## config.mk

```make
export PLATFORM = sky130hd
export DESIGN_NAME = instr_sequencer
export DESIGN_NICKNAME = d
export VERILOG_FILES = /design/src/rtl/instr_sequencer.sv
export SDC_FILE = /design/constraint.sdc
export NUM_CORES = 1
export LEC_CHECK = 0
export CAP_MARGIN = 15
export CORE_ASPECT_RATIO = 1.4
export CORE_UTILIZATION = 40
export DETAILED_ROUTE_END_ITERATION = 8
export HOLD_SLACK_MARGIN = 0.03
export PLACE_DENSITY = 0.69
export SKIP_CTS_REPAIR_TIMING = 1
export SYNTH_ARGS = -nofsm -noshare
export SYNTH_HDL_FRONTEND = slang
export SYNTH_SLANG_ARGS = --single-unit
```

## constraint.sdc

```tcl
create_clock -name clk -period 6.4 [get_ports clk]
set_input_delay 1.28 -clock clk [delete_from_list [all_inputs] [get_ports clk]]
set_output_delay 1.28 -clock clk [all_outputs]
set_load 0.05 [all_outputs]
```

## src/rtl/instr_sequencer.sv

```systemverilog
// ============================================================================
// Module      : instr_sequencer
// Description : Multi-cycle fetch/decode/execute/write-back control sequencer
//               with program counter, condition flags and halt/run control.
// Revision    : 1.0 - initial release
// ============================================================================
`default_nettype none

module instr_sequencer #(
  parameter int PC_WIDTH = 16
) (
  input  logic                clk,
  input  logic                rst_n,
  input  logic                run,
  output logic                imem_req,
  output logic [PC_WIDTH-1:0] imem_addr,
  input  logic                imem_ack,
  input  logic [31:0]         imem_rdata,
  output logic [31:0]         instr,
  input  logic [1:0]          operation,
  input  logic [2:0]          jump_instruction,
  input  logic [2:0]          jump_offset,
  input  logic                alu_zero,
  input  logic                alu_neg,
  output logic                alu_en,
  output logic                rf_we,
  output logic [PC_WIDTH-1:0] pc,
  output logic                halt,
  output logic                busy
);

  typedef enum logic [2:0] {
    IDLE      = 3'd0,
    FETCH     = 3'd1,
    DECODE    = 3'd2,
    EXECUTE   = 3'd3,
    WRITEBACK = 3'd4,
    HALT      = 3'd5
  } seqState_t;

  localparam logic [1:0] c_opAlu   = 2'b00;
  localparam logic [1:0] c_opShift = 2'b01;
  localparam logic [1:0] c_opJump  = 2'b10;

  seqState_t           r_state;
  seqState_t           w_nextState;
  logic [PC_WIDTH-1:0] r_pc;
  logic [31:0]         r_instr;
  logic                r_flagZ;
  logic                r_flagN;
  logic                r_imemReq;
  logic                r_aluEn;
  logic                r_rfWe;
  logic                r_halt;
  logic                r_busy;
  logic                w_jumpTaken;
  logic [PC_WIDTH-1:0] w_pcInc;
  logic [PC_WIDTH-1:0] w_offsetExt;

  assign w_pcInc     = r_pc + {{(PC_WIDTH-1){1'b0}}, 1'b1};
  assign w_offsetExt = {{(PC_WIDTH-3){jump_offset[2]}}, jump_offset};

  // Conditions read the registered flags, so a jump sees the last write-back.
  always_comb begin
    w_jumpTaken = 1'b0;
    case (jump_instruction)
      3'b001:  w_jumpTaken = 1'b1;
      3'b010:  w_jumpTaken = r_flagZ;
      3'b011:  w_jumpTaken = !r_flagZ;
      3'b100:  w_jumpTaken = r_flagN;
      3'b101:  w_jumpTaken = !r_flagN;
      default: w_jumpTaken = 1'b0;
    endcase
  end

  always_comb begin
    w_nextState = r_state;
    case (r_state)
      IDLE:      w_nextState = run ? FETCH : IDLE;
      FETCH:     w_nextState = imem_ack ? DECODE : FETCH;
      DECODE:    w_nextState = EXECUTE;
      EXECUTE: begin
        case (operation)
          c_opAlu, c_opShift: w_nextState = WRITEBACK;
          c_opJump:           w_nextState = FETCH;
          default:            w_nextState = HALT;
        endcase
      end
      WRITEBACK: w_nextState = FETCH;
      HALT:      w_nextState = run ? FETCH : HALT;
      default:   w_nextState = IDLE;
    endcase
  end

  // Strobes are registered from the next state so they line up with it.
  always_ff @(posedge clk or negedge rst_n) begin
    if (!rst_n) begin
      r_state   <= IDLE;
      r_pc      <= '0;
      r_instr   <= '0;
      r_flagZ   <= 1'b0;
      r_flagN   <= 1'b0;
      r_imemReq <= 1'b0;
      r_aluEn   <= 1'b0;
      r_rfWe    <= 1'b0;
      r_halt    <= 1'b0;
      r_busy    <= 1'b0;
    end else begin
      r_state   <= w_nextState;
      r_imemReq <= (w_nextState == FETCH);
      r_aluEn   <= (w_nextState == EXECUTE);
      r_rfWe    <= (w_nextState == WRITEBACK);
      r_halt    <= (w_nextState == HALT);
      r_busy    <= (w_nextState == FETCH) || (w_nextState == DECODE) ||
                   (w_nextState == EXECUTE) || (w_nextState == WRITEBACK);

      if (r_state == FETCH && imem_ack) begin
        r_instr <= imem_rdata;
      end

      if (r_state == EXECUTE) begin
        if (operation == c_opJump) begin
          r_pc <= w_jumpTaken ? (r_pc + w_offsetExt) : w_pcInc;
        end else if (operation == 2'b11) begin
          r_pc <= w_pcInc;
        end
      end

      if (r_state == WRITEBACK) begin
        r_pc    <= w_pcInc;
        r_flagZ <= alu_zero;
        r_flagN <= alu_neg;
      end
    end
  end

  assign imem_req  = r_imemReq;
  assign imem_addr = r_pc;
  assign pc        = r_pc;
  assign instr     = r_instr;
  assign alu_en    = r_aluEn;
  assign rf_we     = r_rfWe;
  assign halt      = r_halt;
  assign busy      = r_busy;

endmodule

`default_nettype wire
```

==> flow_summary.rst <==
.. list-table::
   :header-rows: 1

   * - Metric
     - Value
   * - Total Wirelength
     - 8.461 mm
   * - Cell-by-cell trace of the critical path
     - clkdlybuf4s50_1 > ha_1 > a21oi_1 > o31ai_2 > a211oi_1 > o21ai_0 > xnor2_1 > a221oi_1
   * - Kind of launch point of the worst setup path
     - input port
   * - Max Cap Viol
     - 0
   * - Sum Neg Setup Slack
     - 0 ps
   * - Final global-route overflow total
     - 0
   * - Most area-hungry cell type in the Yosys netlist
     - sky130_fd_sc_hd__dfrtp_1
   * - Post-Place Cells
     - 522
   * - Setup violations, final
     - 0
   * - Post-DP HPWL
     - roughly 6.0 mm
   * - Static leakage
     - between 0.0015 and 0.002 uW
   * - Number of levels the H-tree was split into
     - 3
   * - Synthesized area per cell
     - roughly 10 sq um
   * - Cell with the most instances after synthesis
     - sky130_fd_sc_hd__dfrtp_1
   * - Share of the yosys chip area belonging to registers
     - a little over two fifths
   * - Final instance count without filler cells
     - around 540
   * - Die outline height
     - 111.4 microns
   * - Proportion of register bits with asynchronous set or reset after synthesis
     - 100.0%
   * - Maximum fanout along the worst path
     - 17
   * - Clk_skew
     - between 3 and 4 ps
   * - TritonCTS buffer count
     - 9
   * - Top area cells in the synthesized netlist
     - sky130_fd_sc_hd__dfrtp_1 42%, sky130_fd_sc_hd__mux2_2 11%, sky130_fd_sc_hd__ha_1 5.9%
   * - Count of distinct cell types in the synthesized netlist
     - 56
   * - Worst relative slew slack
     - 44.76%
   * - Antenna violations before repair
     - 0
   * - Filler Cell Count
     - ~720
   * - Count of buffering cells on the critical path with inverters included
     - 1
   * - Wire length of the first global-routing pass
     - between 10 and 15 mm
   * - Die extent in x
     - approximately 80 microns
   * - Routed Antenna Nets
     - 0
   * - Clock tree from TritonCTS
     - built
   * - Required time reported for the critical path endpoint
     - 6610 ps
   * - Number of nets in the layout
     - just under 500
   * - Final worst-path cycle share
     - between 60% and 70%
   * - Via count of the first global-routing pass
     - about 3000
   * - Delay of the slowest cell on the worst path
     - 910 ps
   * - Count of buffers inserted at the top-level ports
     - between 100 and 150
   * - Overall die area
     - around 8900 sq um
   * - RSZ-0062 raised after global routing
     - no
   * - Clock-pin slew reported for the worst setup and hold paths after clock tree synthesis
     - about 50 ps
   * - Post-synth EDFFs
     - 0
   * - Net count after synthesis
     - 398
   * - Core Region
     - 8247 sq um
   * - Longest Clk Path Bufs
     - 2
   * - DRC violation total after the first TritonRoute iteration
     - 195
   * - 1st-pass router iterations
     - 4
   * - Pin count of the biggest net entering global routing
     - 59
   * - Final critical delay including setup and external delays
     - roughly 3900 ps
   * - Mapped Cells
     - roughly 340
   * - Arrival @ worst endpoint
     - roughly 4200 ps
   * - Area of the mapped netlist
     - 3421 sq um
   * - Power density over cell area
     - between 600 and 700 nW/um^2
   * - Vias
     - 2968
   * - Total routing resource utilization after global routing
     - between 20% and 30%
   * - Flip-flop and latch count after synthesis
     - 58
   * - YS warnings
     - 0
   * - Top_reg_cell synth
     - sky130_fd_sc_hd__dfrtp_1
   * - Result of the run
     - completed
   * - Area of the multi-input gates
     - approximately 1800 sq um
   * - Number of sinks driven by the clock tree
     - 58
   * - Cell chosen for the clock root
     - sky130_fd_sc_hd__clkbuf_16
   * - Slowest-stage cell, CP
     - sky130_fd_sc_hd__clkdlybuf4s50_1
   * - Number of hold violations in the final report
     - 0
   * - Post-detailed-route DRC marker count
     - 0
   * - Initial cell density of the core
     - between 40% and 50%
   * - Number of I/O pins
     - between 100 and 150
   * - Post-synthesis to final-layout area growth
     - 41.81%
   * - IR Drop Worst-Case VDD
     - ~0.38 mV
   * - Number of slew-limit violations in the final report
     - 0
   * - Kind of capture point of the worst setup path
     - flip-flop
   * - Count of inserted antenna diode cells
     - 0
   * - Final Wtd Congestion
     - between 0.8 and 0.9
   * - Mean number of vias per cell
     - about 5.5
   * - Slew at the pin closest to its max-slew limit
     - between 800 and 900 ps
   * - Highest achievable clock rate
     - 254.4 MHz
   * - Clock latency on the worst-skew pair
     - 320 ps
   * - Area share of the largest cell type after synthesis
     - a little over two fifths
   * - WS Path Type
     - in -> reg
   * - Commonest cells post-synth
     - 58 x sky130_fd_sc_hd__dfrtp_1, 34 x sky130_fd_sc_hd__mux2_2, 32 x sky130_fd_sc_hd__a21oi_1
   * - Combined flip-flop and latch cell area
     - approximately 1500 sq um
   * - Row cnt
     - 39
   * - Family of cells with the greatest summed delay on the critical path
     - compound AO/OA/AOI/OAI gates
   * - Share of layout cells above drive strength 1
     - 14.45%
   * - Detail-routed net length per standard cell
     - around 16 microns
   * - Min-Delay Path Class
     - reg -> reg
==> layout make-up <==
class | instances | area share [%]
Inverter | 7 | 0.5417
Clock buffer | 11 | 5.210
Timing Repair Buffer | 116 | 23.81
Sequential cell | 58 | 29.92
Multi-Input combinational cell | 240 | 36.34
Tap cell | 102 | 2.631
Clock inverter | 4 | 1.548
==> sequential cells by signal, indices dropped and copies added, names as in the netlist <==
signal	flops
alu_en	1
busy	1
halt	1
imem_addr	16
imem_req	1
instr	32
r_flagN	1
r_flagZ	1
r_state	3
rf_we	1
==> report_power, final <==
group          internal (uW)  leakage (uW)  total, uW  switching (uW)
clock                    360      0.000154        529             169
sequential               545      0.000694        717             172
combinational            711       0.00115       1900            1190
==> cells by family (layout without fill, tap and decap cells) <==
| logic type | after synthesis | after routing | synth area share [%] |
|---|---|---|---|
| AND/OR/NAND/NOR | 90 | 90 | 13.35 |
| flip-flops | 58 | 58 | 42.43 |
| XOR/XNOR | 12 | 12 | 3.072 |
| AO/OA/AOI/OAI | 85 | 85 | 16.72 |
| multiplexers | 36 | 36 | 11.78 |
| adder cells (fa/ha/maj) | 17 | 17 | 6.437 |
| buffers and inverters | 37 | 138 | 6.218 |
==> stage by stage <==
| step | cell area, sq um | power [uW] | setup WS [ps] | hold slack (ps) | util [%] |
|---|---|---|---|---|---|
| 2_1_floorplan | 3421 | 2088 | 3266 | 496.4 | - |
| 3_3_place_gp | 4512 | 2594 | 2289 | 488.8 | 54.71 |
| 3_5_place_dp | 4512 | 2618 | 2176 | 495.0 | 54.71 |
| 4_1_cts | 4840 | 3168 | 2523 | 506.9 | 58.69 |
| 5_1_grt | 4851 | 3319 | 2240 | 523.6 | 58.82 |
| 6_report | 4851 | 3149 | 2469 | 501.8 | 58.82 |
==> final timing paths <==
path                                           from                         to  slack (ps)  cells past startpoint
max                                  jump_offset[2]   imem_addr[9]$_DFFE_PN0P_        2470                      8
min                           instr[20]$_DFFE_PN0P_      instr[20]$_DFFE_PN0P_         500                      1
max reg2reg                imem_addr[0]$_DFFE_PN0P_  imem_addr[14]$_DFFE_PN0P_        3700                      9
min reg2reg                   instr[20]$_DFFE_PN0P_      instr[20]$_DFFE_PN0P_         500                      1
max in group asynchronous                     rst_n   imem_addr[6]$_DFFE_PN0P_        4790                      2
min in group asynchronous                     rst_n      instr[22]$_DFFE_PN0P_        1100                      2
==> cell usage in the layout, fill, tap and decap left out, types with 3 or more instances in the layout <==
cell,count
sky130_fd_sc_hd__a311oi_1,3
sky130_fd_sc_hd__clkdlybuf4s50_1,113
sky130_fd_sc_hd__a21o_1,3
sky130_fd_sc_hd__nor2_1,21
sky130_fd_sc_hd__mux2_2,34
sky130_fd_sc_hd__nor3_1,5
sky130_fd_sc_hd__xor2_1,5
sky130_fd_sc_hd__clkbuf_16,9
sky130_fd_sc_hd__inv_1,7
sky130_fd_sc_hd__o21ai_0,9
sky130_fd_sc_hd__and2_1,3
sky130_fd_sc_hd__nor2b_1,4
sky130_fd_sc_hd__o21ai_1,6
sky130_fd_sc_hd__nand3_1,15
sky130_fd_sc_hd__nand2_1,21
sky130_fd_sc_hd__xnor2_1,7
sky130_fd_sc_hd__and3_1,6
sky130_fd_sc_hd__dfrtp_1,58
sky130_fd_sc_hd__ha_1,16
sky130_fd_sc_hd__a211o_1,3
sky130_fd_sc_hd__a21oi_1,32
sky130_fd_sc_hd__o22a_1,3
sky130_fd_sc_hd__a31oi_1,3
==> metal layers <==
layer  track usage, %  up-vias  share of wire (%)
li1                 -     1393                  -
met1            22.77     1441                 40
met2            34.07      119                 50
met3            7.213       15                8.2
met4            8.571        0                2.0
met5                0        -                  0
==> worst register-to-register path, stage by stage, from the launching register on <==
cell and delay (ps):
sky130_fd_sc_hd__dfrtp_1 480, sky130_fd_sc_hd__ha_1 290, sky130_fd_sc_hd__fa_1 420, sky130_fd_sc_hd__a21oi_1 240
sky130_fd_sc_hd__o21ai_1 130, sky130_fd_sc_hd__a21oi_1 260, sky130_fd_sc_hd__o21ai_0 160, sky130_fd_sc_hd__a41oi_1 300
sky130_fd_sc_hd__nor3_1 80, sky130_fd_sc_hd__a311oi_1 240
No activity file was read; power rests on OpenSTA's default activity.
==> RTL change 1: new RTL, same flow settings <==
Change the parameter `PC_WIDTH` from 16 to 32.
--- a/src/rtl/instr_sequencer.sv
+++ b/src/rtl/instr_sequencer.sv
@@ -8,5 +8,5 @@
 
 module instr_sequencer #(
-  parameter int PC_WIDTH = 16
+  parameter int PC_WIDTH = 32
 ) (
   input  logic                clk,
Ports: changed (resized imem_addr and pc); port bits go from 115 to 147. No check against the original RTL was run, so the function may have changed too.
==> RTL change 1 against the unedited design <==
  * Area after synthesis is 59% higher
  * Routed wire length rose by 83%
  * Die area up 58%
  * Cell area is 47% higher
  * Sequential cell count is 16 higher
  * Via count is 74% higher
  * Setup slack lost 560 ps
  * Critical endpoint is now imem_addr[28]
Power is not shown: default switching activity piles up to over one toggle a cycle in this logic, so the estimate is an artifact.
==> RTL change 1: results (changes against the unedited design) <==
[status]
outcome = finished, final reports clean

[placement]
portBuffers = 146  ; +28%
gp_congestion = 0.890  ; +3.9%
place_area_sq_um = 6850  ; +52%
dp_hpwl_microns = 11300  ; +90%

[global_route]
grt.total_usage_pct = 22.8  ; +2.6 points
grt_start_max_net_pins = 75  ; +27%
grt_pass1_wl_microns = 25400  ; +81%
grt_pass1_vias = 5229  ; +74%

[worst_setup_path]
ff2ff_setup_slack_ps = 3200  ; -500 ps
crit_arrival_ps = 4780  ; +630 ps
critical_path.max_fanout = 20  ; +3

[timing]
holdWs_ps = 504  ; +2.29 ps
relSlewSlack_pct = 29.5  ; -15 points
clock_skew_ps = 8.07  ; +4.17 ps
fmax_mhz = 223  ; -12%

[logic_synthesis]
synthTopCellsByArea = dfrtp_1, ha_1, mux2_2
synth_cells = 613  ; +83%
syn_nets = 692  ; +74%
ys_seq_area_share_pct = 34.0  ; -8.4 points
synthTopCellsByCount = dfrtp_1, a21oi_1, nand2_1

[final_layout]
drive_gt1_share_pct = 10.2  ; -4.2 points
fin_nets = 796  ; +61%
instances_no_fill = 904  ; +68%
fill_cells = 1203  ; +67%

[route]
vias_per_cell = 5.71  ; +3.5%
wl_per_cell_microns = 17.2  ; +9.1%
dr.first_iter.drc_count = 298  ; +53%
drtPass1Iterations = 7  ; +3

[cts]
cts_buffers = 9  ; unchanged
clkTransAtPathRegs_ps = 70  ; +20 ps
clock_latency_ps = 350  ; +30 ps

## RTL change 1: cell count changes after synthesis, sizes merged, moves of 11 or more
cell    change
a21oi      +39
nand2      +29
o21ai      +28
nor2       +26
buf        +17
dfrtp      +16
ha         +16
a21o       +13
clkbuf     +11
## RTL change 1: final cells by class
type | count | area [sq um] | area share (%)
Inverter | 12 | 45.0 | 0.630
Clock buffer | 9 | 225 | 3.15
Tap cell | 182 | 228 | 3.19
Multi-Input combinational cell | 469 | 3230 | 45.2
Sequential cell | 74 | 1850 | 25.9
Timing Repair Buffer | 151 | 1500 | 20.9
Clock inverter | 7 | 68.8 | 0.963
## RTL change 1: logic make-up (layout without fill, tap and decap cells)
family / after synthesis / count (layout) / share of synthesized area, %
AOI/OAI and AO/OA: 198 / 198 / 22.5
xor gates and xnor gates: 29 / 29 / 4.66
adders and majority gates: 33 / 33 / 7.72
buffers and inverters: 70 / 179 / 7.12
DFF: 74 / 74 / 34.0
muxes: 35 / 35 / 7.21
and+or+nand+nor: 174 / 174 / 16.8
## RTL change 1: path summary, 6_finish.rpt
check                               start  cells after the start             to
max reg2reg                  imem_addr[0]                     11  imem_addr[28]
min reg2reg                     instr[16]                      1      instr[16]
min                             instr[16]                      1      instr[16]
max in group asynchronous           rst_n                      1  imem_addr[30]
max                        jump_offset[2]                     10  imem_addr[28]
min in group asynchronous           rst_n                      1  imem_addr[17]
## RTL change 1: routing by layer
metal	up-vias	share of wire (%)	wire length (microns)	global-route usage, %
met2	192	54	8390	41.9
met3	47	4.0	623	3.34
met5	-	0	0	0
met4	0	3.6	562	11.5
li1	2440	-	-	-
met1	2481	38	5930	25.2
==> RTL change 2: new RTL, config.mk and constraints unchanged <==
Made on the original files. Encoding of `seqState_t`: now one-hot (6 bits for 6 states).
--- a/src/rtl/instr_sequencer.sv
+++ b/src/rtl/instr_sequencer.sv
@@ -30,11 +30,11 @@
 );
 
-  typedef enum logic [2:0] {
-    IDLE      = 3'd0,
-    FETCH     = 3'd1,
-    DECODE    = 3'd2,
-    EXECUTE   = 3'd3,
-    WRITEBACK = 3'd4,
-    HALT      = 3'd5
+  typedef enum logic [5:0] {
+    IDLE      = 6'b000001,
+    FETCH     = 6'b000010,
+    DECODE    = 6'b000100,
+    EXECUTE   = 6'b001000,
+    WRITEBACK = 6'b010000,
+    HALT      = 6'b100000
   } seqState_t;
 
Check against the original RTL: same outputs for any inputs over 10 cycles, from zero or initial values and one cycle with rst_n low; not proved beyond that.
==> RTL change 2 against the unedited design <==
  * First-iteration DRC count decreased by 5.6%
  * Area after synthesis increased by 5.2%
  * Total power decreased by 28%
  * Cell count increased by 5.8%
  * Utilization decreased by 1.1 points
  * Routed wire length increased by 5.5%
  * Cell area increased by 3.1%
  * Setup slack improved by 24 ps
  * Critical path depth increased by 1
  * Combinational power decreased by 39%
  * Sequential cell count increased by 3
  * Highest routed layer unchanged
==> RTL change 2: results (changes against the unedited design) <==
[global_route]
use_met3_pct = 8.21  ; +0.99 points
antenna_found_initial = 0  ; unchanged
grt.total_usage_pct = 20.6  ; +0.41 points
grt_pass1_wl_microns = 14600  ; +3.9%
grt_util_met2_pct = 33.4  ; -0.69 points
grt_pass1_vias = 3164  ; +5.4%
grt_start_max_net_pins = 62  ; +5.1%
gr-usage-met1_pct = 23.7  ; +0.96 points

[worst_setup_path]
ff2ff_setup_slack_ps = 3640  ; -60 ps
r2r_cells = 10  ; +1
critPathLaunch = jump_offset[2]
critical_path.max_fanout = 14  ; -3
crit_end = imem_addr[15]

[route]
wl_met2_microns = 4300  ; +1.4%
wl_met3_microns = 917  ; +33%
wl_per_cell_microns = 15.7  ; -0.24%
wl_met1_microns = 3600  ; +7.3%
dr.first_iter.drc_count = 184  ; -5.6%
top_layer_used = met4
drt-total-wl_microns = 8930  ; +5.5%
num_vias = 3106  ; +4.6%

[placement]
dp.cells = 553  ; +5.9%
pre_cts_ws_ps = 2210  ; +36.4 ps
gp_congestion = 0.854  ; -0.30%
dp_hpwl_microns = 6480  ; +8.9%
place_area_sq_um = 4690  ; +4.0%

[logic_synthesis]
ys.warnings.count = 0  ; unchanged
synthTopCellsByArea = dfrtp_1, mux2_2, ha_1
ys_dominant_reg_cell = dfrtp_1
synthTopCellsByCount = dfrtp_1, a21oi_1, mux2_2
syn_nets = 424  ; +6.5%
synthArstFlopShare_pct = 100  ; unchanged
ys_seq_area_share_pct = 42.5  ; about the same
synth_cell_types = 52  ; -7.1%
synth_cells = 361  ; +7.8%

[final_layout]
fin_nets = 522  ; +5.5%
fill_cells = 734  ; +2.1%
drive_gt1_share_pct = 12.7  ; -1.7 points
largest_reg_flops = 32  ; unchanged
post-route-cell-area_sq_um = 5000  ; +3.1%

[status]
outcome = finished, final reports clean

[cts]
clkTransAtPathRegs_ps = 50  ; about the same

[pwr]
p_leak_nw = 2.06  ; +3.4%
ir_drop_mv = 0.347  ; -9.3%

[timing]
relSlewSlack_pct = 47.5  ; +2.8 points
fin_crit_sh_pct = 61.0  ; -0.38 points
clock_skew_ps = 5.32  ; +1.42 ps

[job]
maxCapViolCount = 0  ; unchanged

[min_path]
hold_depth = 1  ; unchanged
timing.hold.worst.class = reg2reg

==> RTL change 2: logic make-up (layout without fill, tap and decap cells) <==
group / count (synthesis) / count (layout) / share of synthesized area, %
and+or+nand+nor: 100 / 100 / 14.8
muxes: 36 / 36 / 11.2
adders and majority gates: 17 / 17 / 6.12
AOI/OAI and AO/OA: 97 / 97 / 15.9
DFF: 61 / 61 / 42.5
xor gates and xnor gates: 14 / 14 / 3.41
buffers and inverters: 36 / 139 / 6.08
==> RTL change 2: how the worst min path moves through the flow <==
stage	startpoint	to	slack (ps)
floorplan	r_state[5]	r_state[0]	490
detailed placement	instr[11]	instr[11]	500
finish	instr[23]	instr[23]	500
CTS	instr[21]	instr[21]	510
global placement	instr[31]	instr[31]	490
global route	instr[6]	instr[6]	520
==> RTL change 2: final cells by class <==
| cell class | count | area share [%] |
|---|---|---|
| Inverter | 6 | 0.450 |
| Multi-Input combinational cell | 264 | 37.0 |
| Tap cell | 105 | 2.63 |
| Timing Repair Buffer | 117 | 23.2 |
| Clock buffer | 12 | 4.73 |
| Clock inverter | 4 | 1.45 |
| Sequential cell | 61 | 30.5 |
==> RTL change 2: worst max-delay path, cell delays in order <==
cell	delay (ps)
clkdlybuf4s50_1	730
ha_1	520
o211ai_1	110
o21ai_0	460
o21ai_0	250
o21ai_0	260
xor2_1	200
mux2i_1	200
a21oi_1	80
==> RTL change 2: report_power, final <==
group / leakage, nW / internal [W] / switching [W] / total, W
clock: 0.147 / 0.000340 / 0.000165 / 0.000505
combinational: 1.19 / 0.000431 / 0.000714 / 0.00115
sequential: 0.728 / 0.000522 / 0.0000971 / 0.000619
total: 2.06 / 0.00129 / 0.000976 / 0.00227
